`config.mk`:
```
export PLATFORM = sky130hd
export DESIGN_NAME = ysyx_24070016_mcore_flat
export DESIGN_NICKNAME = d
export VERILOG_FILES = /design/src/rtl/ysyx_24070016_pkg.sv /design/src/rtl/ysyx_24070016_mcore_if.sv /design/src/rtl/ysyx_24070016_gpr.sv /design/src/rtl/ysyx_24070016_mcore.sv /design/src/flat_wrapper.sv
export SDC_FILE = /design/constraint.sdc
export NUM_CORES = 2
export LEC_CHECK = 0
export CELL_PAD_IN_SITES_DETAIL_PLACEMENT = 0
export CELL_PAD_IN_SITES_GLOBAL_PLACEMENT = 1
export CORE_MARGIN = 2
export CORE_UTILIZATION = 23
export CTS_CLUSTER_DIAMETER = 30
export DETAILED_ROUTE_END_ITERATION = 10
export GPL_ROUTABILITY_DRIVEN = 0
export PLACE_DENSITY_LB_ADDON = 0.3
export SLEW_MARGIN = 10
export SYNTH_ARGS = -nofsm -noshare
export SYNTH_HDL_FRONTEND = slang
export SYNTH_SLANG_ARGS = --single-unit
```
`constraint.sdc`:
```
create_clock -name clk -period 10.5 [get_ports clk]
set_input_delay 2.1 -clock clk [delete_from_list [all_inputs] [get_ports clk]]
set_output_delay 2.1 -clock clk [all_outputs]
set_load 0.01 [all_outputs]
```
`src/rtl/ysyx_24070016_pkg.sv`:
```
// ---------------------------------------------------------------------------
// ysyx_24070016_pkg
// Shared definitions for the multi-cycle core: RV32I opcode/funct encodings
// for the supported subset, the sequencer state enum and the register index
// width used on the register-file ports.
// ---------------------------------------------------------------------------
package ysyx_24070016_pkg;

  localparam logic [6:0] OP_IMM    = 7'b0010011;
  localparam logic [6:0] OP_REG    = 7'b0110011;
  localparam logic [6:0] OP_LUI    = 7'b0110111;
  localparam logic [6:0] OP_AUIPC  = 7'b0010111;
  localparam logic [6:0] OP_JAL    = 7'b1101111;
  localparam logic [6:0] OP_JALR   = 7'b1100111;
  localparam logic [6:0] OP_SYSTEM = 7'b1110011;

  localparam logic [2:0] F3_ADD  = 3'b000;
  localparam logic [2:0] F3_JALR = 3'b000;
  localparam logic [6:0] F7_ADD  = 7'b0000000;

  localparam logic [31:0] INST_EBREAK = 32'h0010_0073;

  // Instruction register fields are always 5 bits; RV32E cores reject the
  // upper half of the index space in decode rather than narrowing the field.
  localparam int NR_REGS_DEFAULT = 32;
  localparam int REG_IDX_W       = $clog2(NR_REGS_DEFAULT);

  localparam logic [REG_IDX_W-1:0] A0_IDX = REG_IDX_W'(10);

  typedef enum logic [1:0] {
    FETCH = 2'd0,
    WAIT  = 2'd1,
    EXEC  = 2'd2,
    HALT  = 2'd3
  } state_e;

endpackage

```
`src/rtl/ysyx_24070016_mcore_if.sv`:
```
// ---------------------------------------------------------------------------
// ysyx_24070016_mcore_if
// Instruction-memory port of the core: a valid/ready request channel that
// carries the fetch address and a valid-only response channel that carries
// the instruction word.
//   master : core side (drives request, receives response)
//   slave  : memory side (accepts request, drives response)
// ---------------------------------------------------------------------------
interface ysyx_24070016_mcore_if;

  logic        imem_req_valid;
  logic        imem_req_ready;
  logic [31:0] imem_req_addr;
  logic        imem_resp_valid;
  logic [31:0] imem_resp_data;

  modport master (
    output imem_req_valid,
    output imem_req_addr,
    input  imem_req_ready,
    input  imem_resp_valid,
    input  imem_resp_data
  );

  modport slave (
    input  imem_req_valid,
    input  imem_req_addr,
    output imem_req_ready,
    output imem_resp_valid,
    output imem_resp_data
  );

endinterface

```
`src/rtl/ysyx_24070016_gpr.sv`:
```
// ---------------------------------------------------------------------------
// ysyx_24070016_gpr
// NR_REGS x 32 general-purpose register file.
//   clk        : write clock
//   i_we       : write enable
//   i_waddr    : write index
//   i_wdata    : write data
//   i_raddr1/2 : asynchronous read indices
//   o_rdata1/2 : read data, zero for x0 or an index beyond NR_REGS
// No reset: only x0 has a defined value.
// ---------------------------------------------------------------------------
module ysyx_24070016_gpr
  import ysyx_24070016_pkg::*;
#(
  parameter int NR_REGS = NR_REGS_DEFAULT
) (
  input  logic                 clk,
  input  logic                 i_we,
  input  logic [REG_IDX_W-1:0] i_waddr,
  input  logic [31:0]          i_wdata,
  input  logic [REG_IDX_W-1:0] i_raddr1,
  output logic [31:0]          o_rdata1,
  input  logic [REG_IDX_W-1:0] i_raddr2,
  output logic [31:0]          o_rdata2
);

  localparam int AW = $clog2(NR_REGS);

  logic [31:0] r_regs [NR_REGS];

  logic w_wrOk;
  logic w_rd1Ok;
  logic w_rd2Ok;

  assign w_wrOk  = (i_waddr  != '0) && (32'(i_waddr)  < 32'(NR_REGS));
  assign w_rd1Ok = (i_raddr1 != '0) && (32'(i_raddr1) < 32'(NR_REGS));
  assign w_rd2Ok = (i_raddr2 != '0) && (32'(i_raddr2) < 32'(NR_REGS));

  // Writes to x0 are dropped here so the storage slot for x0 never changes.
  always_ff @(posedge clk) begin
    if (i_we && w_wrOk) begin
      r_regs[i_waddr[AW-1:0]] <= i_wdata;
    end
  end

  assign o_rdata1 = w_rd1Ok ? r_regs[i_raddr1[AW-1:0]] : 32'd0;
  assign o_rdata2 = w_rd2Ok ? r_regs[i_raddr2[AW-1:0]] : 32'd0;

endmodule

```
`src/rtl/ysyx_24070016_mcore.sv`:
```
// ---------------------------------------------------------------------------
// ysyx_24070016_mcore
// Multi-cycle RV32I-subset core (ADDI, ADD, LUI, AUIPC, JAL, JALR, EBREAK).
//   clk, rst   : clock and synchronous active-high reset
//   imem       : instruction-memory port (master side)
//   pc         : current program counter
//   retire     : one-cycle pulse per committed instruction
//   halt       : sticky, core stopped
//   illegal    : sticky, stop caused by an illegal or misaligned event
//   halt_code  : x10 captured when EBREAK halts the core
// ---------------------------------------------------------------------------
module ysyx_24070016_mcore
  import ysyx_24070016_pkg::*;
#(
  parameter logic [31:0] RESET_PC = 32'h8000_0000,
  parameter int          NR_REGS  = NR_REGS_DEFAULT
) (
  input  logic                  clk,
  input  logic                  rst,
  ysyx_24070016_mcore_if.master imem,
  output logic [31:0]           pc,
  output logic                  retire,
  output logic                  halt,
  output logic                  illegal,
  output logic [31:0]           halt_code
);

  state_e      r_state;
  state_e      w_nextState;
  logic [31:0] r_pc;
  logic [31:0] r_inst;
  logic        r_halt;
  logic        r_illegal;
  logic [31:0] r_haltCode;

  logic [6:0]           w_opcode;
  logic [2:0]           w_funct3;
  logic [6:0]           w_funct7;
  logic [REG_IDX_W-1:0] w_rd;
  logic [REG_IDX_W-1:0] w_rs1;
  logic [REG_IDX_W-1:0] w_rs2;
  logic [REG_IDX_W-1:0] w_raddr1;
  logic [31:0]          w_immI;
  logic [31:0]          w_immU;
  logic [31:0]          w_immJ;
  logic [31:0]          w_rs1Data;
  logic [31:0]          w_rs2Data;

  logic        w_known;
  logic        w_useRd;
  logic        w_useRs1;
  logic        w_useRs2;
  logic        w_isJump;
  logic        w_isEbreak;
  logic [31:0] w_wdata;
  logic [31:0] w_nextPc;
  logic        w_regBad;
  logic        w_illegal;
  logic        w_we;

  assign w_opcode = r_inst[6:0];
  assign w_rd     = r_inst[11:7];
  assign w_funct3 = r_inst[14:12];
  assign w_rs1    = r_inst[19:15];
  assign w_rs2    = r_inst[24:20];
  assign w_funct7 = r_inst[31:25];
  assign w_immI   = {{20{r_inst[31]}}, r_inst[31:20]};
  assign w_immU   = {r_inst[31:12], 12'b0};
  assign w_immJ   = {{12{r_inst[31]}}, r_inst[19:12], r_inst[20], r_inst[30:21], 1'b0};

  // EBREAK has no rs1 operand, so read port 1 is borrowed to fetch a0 for
  // the halt code instead of adding a third read port.
  assign w_raddr1 = (w_opcode == OP_SYSTEM) ? A0_IDX : w_rs1;

  ysyx_24070016_gpr #(
    .NR_REGS (NR_REGS)
  ) u_gpr (
    .clk      (clk),
    .i_we     (w_we),
    .i_waddr  (w_rd),
    .i_wdata  (w_wdata),
    .i_raddr1 (w_raddr1),
    .o_rdata1 (w_rs1Data),
    .i_raddr2 (w_rs2),
    .o_rdata2 (w_rs2Data)
  );

  // Decode and execute the latched instruction. Anything not explicitly
  // recognised leaves w_known low and is reported as illegal.
  always_comb begin
    w_known    = 1'b0;
    w_useRd    = 1'b0;
    w_useRs1   = 1'b0;
    w_useRs2   = 1'b0;
    w_isJump   = 1'b0;
    w_isEbreak = 1'b0;
    w_wdata    = 32'd0;
    w_nextPc   = r_pc + 32'd4;
    unique case (w_opcode)
      OP_IMM: begin
        if (w_funct3 == F3_ADD) begin
          w_known  = 1'b1;
          w_useRd  = 1'b1;
          w_useRs1 = 1'b1;
          w_wdata  = w_rs1Data + w_immI;
        end
      end
      OP_REG: begin
        if (w_funct3 == F3_ADD && w_funct7 == F7_ADD) begin
          w_known  = 1'b1;
          w_useRd  = 1'b1;
          w_useRs1 = 1'b1;
          w_useRs2 = 1'b1;
          w_wdata  = w_rs1Data + w_rs2Data;
        end
      end
      OP_LUI: begin
        w_known = 1'b1;
        w_useRd = 1'b1;
        w_wdata = w_immU;
      end
      OP_AUIPC: begin
        w_known = 1'b1;
        w_useRd = 1'b1;
        w_wdata = r_pc + w_immU;
      end
      OP_JAL: begin
        w_known  = 1'b1;
        w_useRd  = 1'b1;
        w_isJump = 1'b1;
        w_wdata  = r_pc + 32'd4;
        w_nextPc = r_pc + w_immJ;
      end
      OP_JALR: begin
        if (w_funct3 == F3_JALR) begin
          w_known  = 1'b1;
          w_useRd  = 1'b1;
          w_useRs1 = 1'b1;
          w_isJump = 1'b1;
          w_wdata  = r_pc + 32'd4;
          w_nextPc = (w_rs1Data + w_immI) & ~32'd1;
        end
      end
      OP_SYSTEM: begin
        if (r_inst == INST_EBREAK) begin
          w_known    = 1'b1;
          w_isEbreak = 1'b1;
        end
      end
      default: begin
      end
    endcase
  end

  assign w_regBad = (w_useRd  && (32'(w_rd)  >= 32'(NR_REGS))) ||
                    (w_useRs1 && (32'(w_rs1) >= 32'(NR_REGS))) ||
                    (w_useRs2 && (32'(w_rs2) >= 32'(NR_REGS)));

  assign w_illegal = !w_known || w_regBad || (w_isJump && w_nextPc[1]);

  assign w_we = (r_state == EXEC) && w_useRd && !w_illegal;

  // Sequencer next state: fetch handshake, response wait, one execute
  // cycle, and an absorbing halt. Responses outside WAIT are ignored.
  always_comb begin
    w_nextState = r_state;
    unique case (r_state)
      FETCH: if (imem.imem_req_ready) w_nextState = WAIT;
      WAIT:  if (imem.imem_resp_valid) w_nextState = EXEC;
      EXEC:  w_nextState = (w_illegal || w_isEbreak) ? HALT : FETCH;
      HALT:  w_nextState = HALT;
      default: w_nextState = FETCH;
    endcase
  end

  // Architectural state. On a halting EXEC the pc is left pointing at the
  // offending or EBREAK instruction.
  always_ff @(posedge clk) begin
    if (rst) begin
      r_state    <= FETCH;
      r_pc       <= RESET_PC;
      r_halt     <= 1'b0;
      r_illegal  <= 1'b0;
      r_haltCode <= 32'd0;
    end else begin
      r_state <= w_nextState;
      if (r_state == WAIT && imem.imem_resp_valid) begin
        r_inst <= imem.imem_resp_data;
      end
      if (r_state == EXEC) begin
        if (w_illegal) begin
          r_halt    <= 1'b1;
          r_illegal <= 1'b1;
        end else if (w_isEbreak) begin
          r_halt     <= 1'b1;
          r_haltCode <= w_rs1Data;
        end else begin
          r_pc <= w_nextPc;
        end
      end
    end
  end

  assign imem.imem_req_valid = (r_state == FETCH);
  assign imem.imem_req_addr  = r_pc;

  assign pc        = r_pc;
  assign retire    = (r_state == EXEC) && !w_illegal && !w_isEbreak;
  assign halt      = r_halt;
  assign illegal   = r_illegal;
  assign halt_code = r_haltCode;

endmodule

```
`src/flat_wrapper.sv`:
```
// flat-port wrapper written by rule: the top's interface ports become plain ports
module ysyx_24070016_mcore_flat import ysyx_24070016_pkg::*;
#(
  parameter logic [31:0] RESET_PC = 32'h8000_0000,
  parameter int          NR_REGS  = NR_REGS_DEFAULT
)
  (clk, rst, pc, retire, halt, illegal, halt_code, imem_imem_req_valid, imem_imem_req_addr, imem_imem_req_ready, imem_imem_resp_valid, imem_imem_resp_data);
  ysyx_24070016_mcore_if imem_i ();
  input  logic clk;
  input  logic rst;
  output logic [31:0] pc;
  output logic retire;
  output logic halt;
  output logic illegal;
  output logic [31:0] halt_code;
  output wire logic [$bits(imem_i.imem_req_valid)-1:0] imem_imem_req_valid;
  output wire logic [$bits(imem_i.imem_req_addr)-1:0] imem_imem_req_addr;
  input wire logic [$bits(imem_i.imem_req_ready)-1:0] imem_imem_req_ready;
  input wire logic [$bits(imem_i.imem_resp_valid)-1:0] imem_imem_resp_valid;
  input wire logic [$bits(imem_i.imem_resp_data)-1:0] imem_imem_resp_data;
  assign imem_imem_req_valid = imem_i.imem_req_valid;
  assign imem_imem_req_addr = imem_i.imem_req_addr;
  assign imem_i.imem_req_ready = imem_imem_req_ready;
  assign imem_i.imem_resp_valid = imem_imem_resp_valid;
  assign imem_i.imem_resp_data = imem_imem_resp_data;
  ysyx_24070016_mcore #(.RESET_PC(RESET_PC), .NR_REGS(NR_REGS)) u_core (.clk(clk), .rst(rst), .imem(imem_i), .pc(pc), .retire(retire), .halt(halt), .illegal(illegal), .halt_code(halt_code));
endmodule
```
==> flow_metrics.py <==
metrics = {
    "final_layout": {
        "regArea_mm2": 0.0332,
        "syn2layout_area_growth_pct": 25.8,
        "fin_area_mm2": 0.0744,
        "layout-drive-gt1-share": 0.218,
        "final_cell_mix": "1056 x edfxtp_1, 395 x nand2_1, 352 x mux4_2, 297 x clkbuf_16, 227 x nand3_1",
        "final_nets": 4785,
        "fillers": 25900,
        "multi_input_area_mm2": 0.0248,
        "layout_commonest_cell": "edfxtp_1",
    },
    "critical_path": {
        "crit_chain": "buf_4 > and3b_1 > nand2_2 > buf_4 > nand2_4 > nand2_1 > nand2_1 > a222oi_1 > mux4_2 > nor3_1 > a31oi_1 > inv_1 > fa_1 > o22ai_1 > nand2b_1 > nand2_1 > clkinv_1 > buf_4 > clkdlybuf4s50_1",
        "critPathBufInv": 6,
        "path_class": "reg -> out",
        "startpoint": "u_core.r_inst[5]",
        "worst-r2r-cell-count": 25,
        "worstReg2RegStart": "u_core.r_inst[5]",
        "critPathCapture": "retire",
        "startpoint_type": "flip-flop",
        "cp_slowest_cell": "a31oi_1",
        "cp.depth": 19,
        "slowest_delay_ns": 0.69,
        "path_max_fanout": 43,
        "rr_endpoint": "u_core.u_gpr.r_regs[7][27]",
        "worst_ep_arrival_time_ns": 7.34,
        "crit_path_end_kind": "primary output",
        "r2r_slack_ns": 1.86,
        "path_delay_family": "buffers and inverters",
        "crit_required_ns": 8.40,
    },
    "global_route": {
        "antenna_found_initial": 5,
        "gr-total-overflow": 0,
        "grt_util_all_layers": 0.173,
        "grt_first_pass_wirelength_um": 327000,
        "first_global_vias": 43000,
        "grt_max_degree": 121,
    },
    "place": {
        "dp_hpwl_um": 139000,
        "portBuffers": 133,
        "placed_area_mm2": 0.0650,
    },
    "clock_network": {
        "ctsResizeCount": 0,
        "tritoncts": "built",
        "path_clk_slew_ns": 0.05,
        "clock-sinks": 1128,
        "h-tree-depth": 5,
        "clk-insertion-delay-late_ns": 0.95,
        "cts_buffers": 294,
        "clockBufferDepth": 4,
        "hold_buffers": 0,
        "cts_setup_buffers": 0,
        "clockRootBuffer": "clkbuf_16",
    },
    "detailed_routing": {
        "via_per_inst": 5.21,
        "wl_per_cell_um": 28.2,
        "drt-total-wl_um": 232000,
        "drc": 0,
        "via_count": 42900,
        "dr.pass1.iters": 6,
        "drt_iter0_markers": 4504,
        "final_antenna_net_count": 0,
    },
    "power": {
        "p_leak_nw": 24.4,
        "powerDensity_mw_per_mm2": 190,
        "vdd_ir_drop_max_mv": 0.183,
    },
    "min_path": {
        "min_path_type": "reg -> reg",
    },
    "sta": {
        "drv_slew": 0,
        "skew_ns": 0.113,
        "period_needed_ns": 9.44,
        "worstMarginPinSlew_ns": 1.29,
        "max_slew_margin": 0.142,
        "max_freq_mhz": 106,
        "period_share": 0.899,
        "grt_setup_unrepaired": "no",
        "final-hold-violation-count": 0,
        "setup_viol": 0,
        "tns_ns": 0,
    },
    "logic_synthesis": {
        "async_flop_share": 0,
        "synth_top_area_share": 0.536,
        "synth_edf_count": 1056,
        "synth_flop_cell": "edfxtp_1",
        "yosysTopAreaCell": "edfxtp_1",
        "ys_seq_area_frac": 0.560,
        "postSynthAreaPerCell_um2": 13.5,
        "yosysWarnings": 0,
        "synthesis.instances": 4398,
        "yosys-top-cells-area": "edfxtp_1 54%, mux4_2 13%, mux2i_1 3.5%, nand2_1 2.5%, dfxtp_1 2.4%",
        "syn_area_mm2": 0.0592,
        "synth_seq_cells": 1128,
        "synth_cell_type_count": 104,
    },
    "floorplanning": {
        "io_pins": 136,
        "die_w_um": 511,
        "die_h_um": 511,
        "core_area_mm2": 0.256,
        "num_rows": 186,
        "die_area_mm2": 0.261,
        "start_util": 0.231,
    },
    "status": {
        "status": "finished, final reports clean",
    },
    "job": {
        "max-cap-violations": 0,
    },
}
[sequential cells by signal (all words and copies together), names as in the netlist, named ones only]
register / flops
u_core.halt: 1
u_core.halt_code: 32
u_core.illegal: 1
u_core.imem.imem_req_addr: 31
u_core.r_inst: 32
u_core.r_state: 2
u_core.u_gpr.r_regs: 1024
[synthesized netlist by cell type, drive strengths merged (103+ instances only)]
library cell,number
clkbuf,245
nand2,398
a21oi,192
a22oi,128
nand3,228
nor2,192
mux2i,205
ha,103
o21ai,227
mux4,352
edfxtp,1056
buf,110
[cells by family (layout without fill, tap and decap cells)]
| kind of cell | Yosys count | in the layout | synth area share |
|---|---|---|---|
| flops | 1128 | 1128 | 0.560 |
| simple gates | 1063 | 1063 | 0.0834 |
| compound gates | 991 | 991 | 0.116 |
| mux | 566 | 566 | 0.170 |
| buf+inv | 428 | 849 | 0.0301 |
| xor+xnor | 113 | 113 | 0.0167 |
| fa+ha+maj | 108 | 108 | 0.0233 |
| other cells | 1 | 35 | 0.0000634 |
[layout make-up]
class                      count  area share
clock buffer                 325       0.102
timing repair buffer         270      0.0340
tap                         3384      0.0569
clock inverter               181      0.0243
multi-input combinational   2875       0.333
inverter                      73     0.00378
antenna                        1   0.0000336
sequential                  1128       0.446
[metrics by stage]
| step | std cells | hold slack [ns] | util | power [mW] | setup WS, ns |
|---|---|---|---|---|---|
| after floorplan | 4431 | 0.489 | - | 5.37 | 2.90 |
| after global placement | 7730 | 0.461 | 0.254 | 5.60 | 1.90 |
| final | 8237 | 0.477 | 0.290 | 14.1 | 1.06 |
| after global routing | 8236 | 0.506 | 0.290 | 14.5 | 0.809 |
| after CTS | 8236 | 0.479 | 0.290 | 14.2 | 1.13 |
| after detailed placement | 7730 | 0.465 | 0.254 | 5.59 | 2.03 |
[worst min path at each step]
stage | start | to | slack [ns] | depth (start not counted)
floorplan | u_core.r_state[1] | u_core.r_state[1] | 0.49 | 2
global placement | u_core.illegal | u_core.illegal | 0.46 | 2
detailed placement | u_core.halt | u_core.halt | 0.46 | 2
CTS | u_core.halt | u_core.halt | 0.48 | 2
global route | u_core.halt_code[26] | u_core.halt_code[26] | 0.51 | 2
finish | u_core.halt | u_core.halt | 0.48 | 2
[report_power, final]
group          switching [mW]  total [mW]  internal (mW)
logic                   0.385       0.620          0.235
clock network            2.73        8.60           5.87
registers              0.0253        4.90           4.87
total                    3.14        14.1           11.0
[worst min-delay path, cell delays in order (launching register included)]
cell	delay, ns
dfxtp_1	0.33
a21oi_1	0.04
nor2_1	0.07
[per-layer routing]
layer,vias to the layer above,track usage,part of all wire
met4,0,0.0680,0.038
met2,2060,0.277,0.46
li1,18100,-,-
met5,-,0,0
met3,442,0.0342,0.074
met1,22300,0.229,0.43
(Power assumes the default switching activity.)
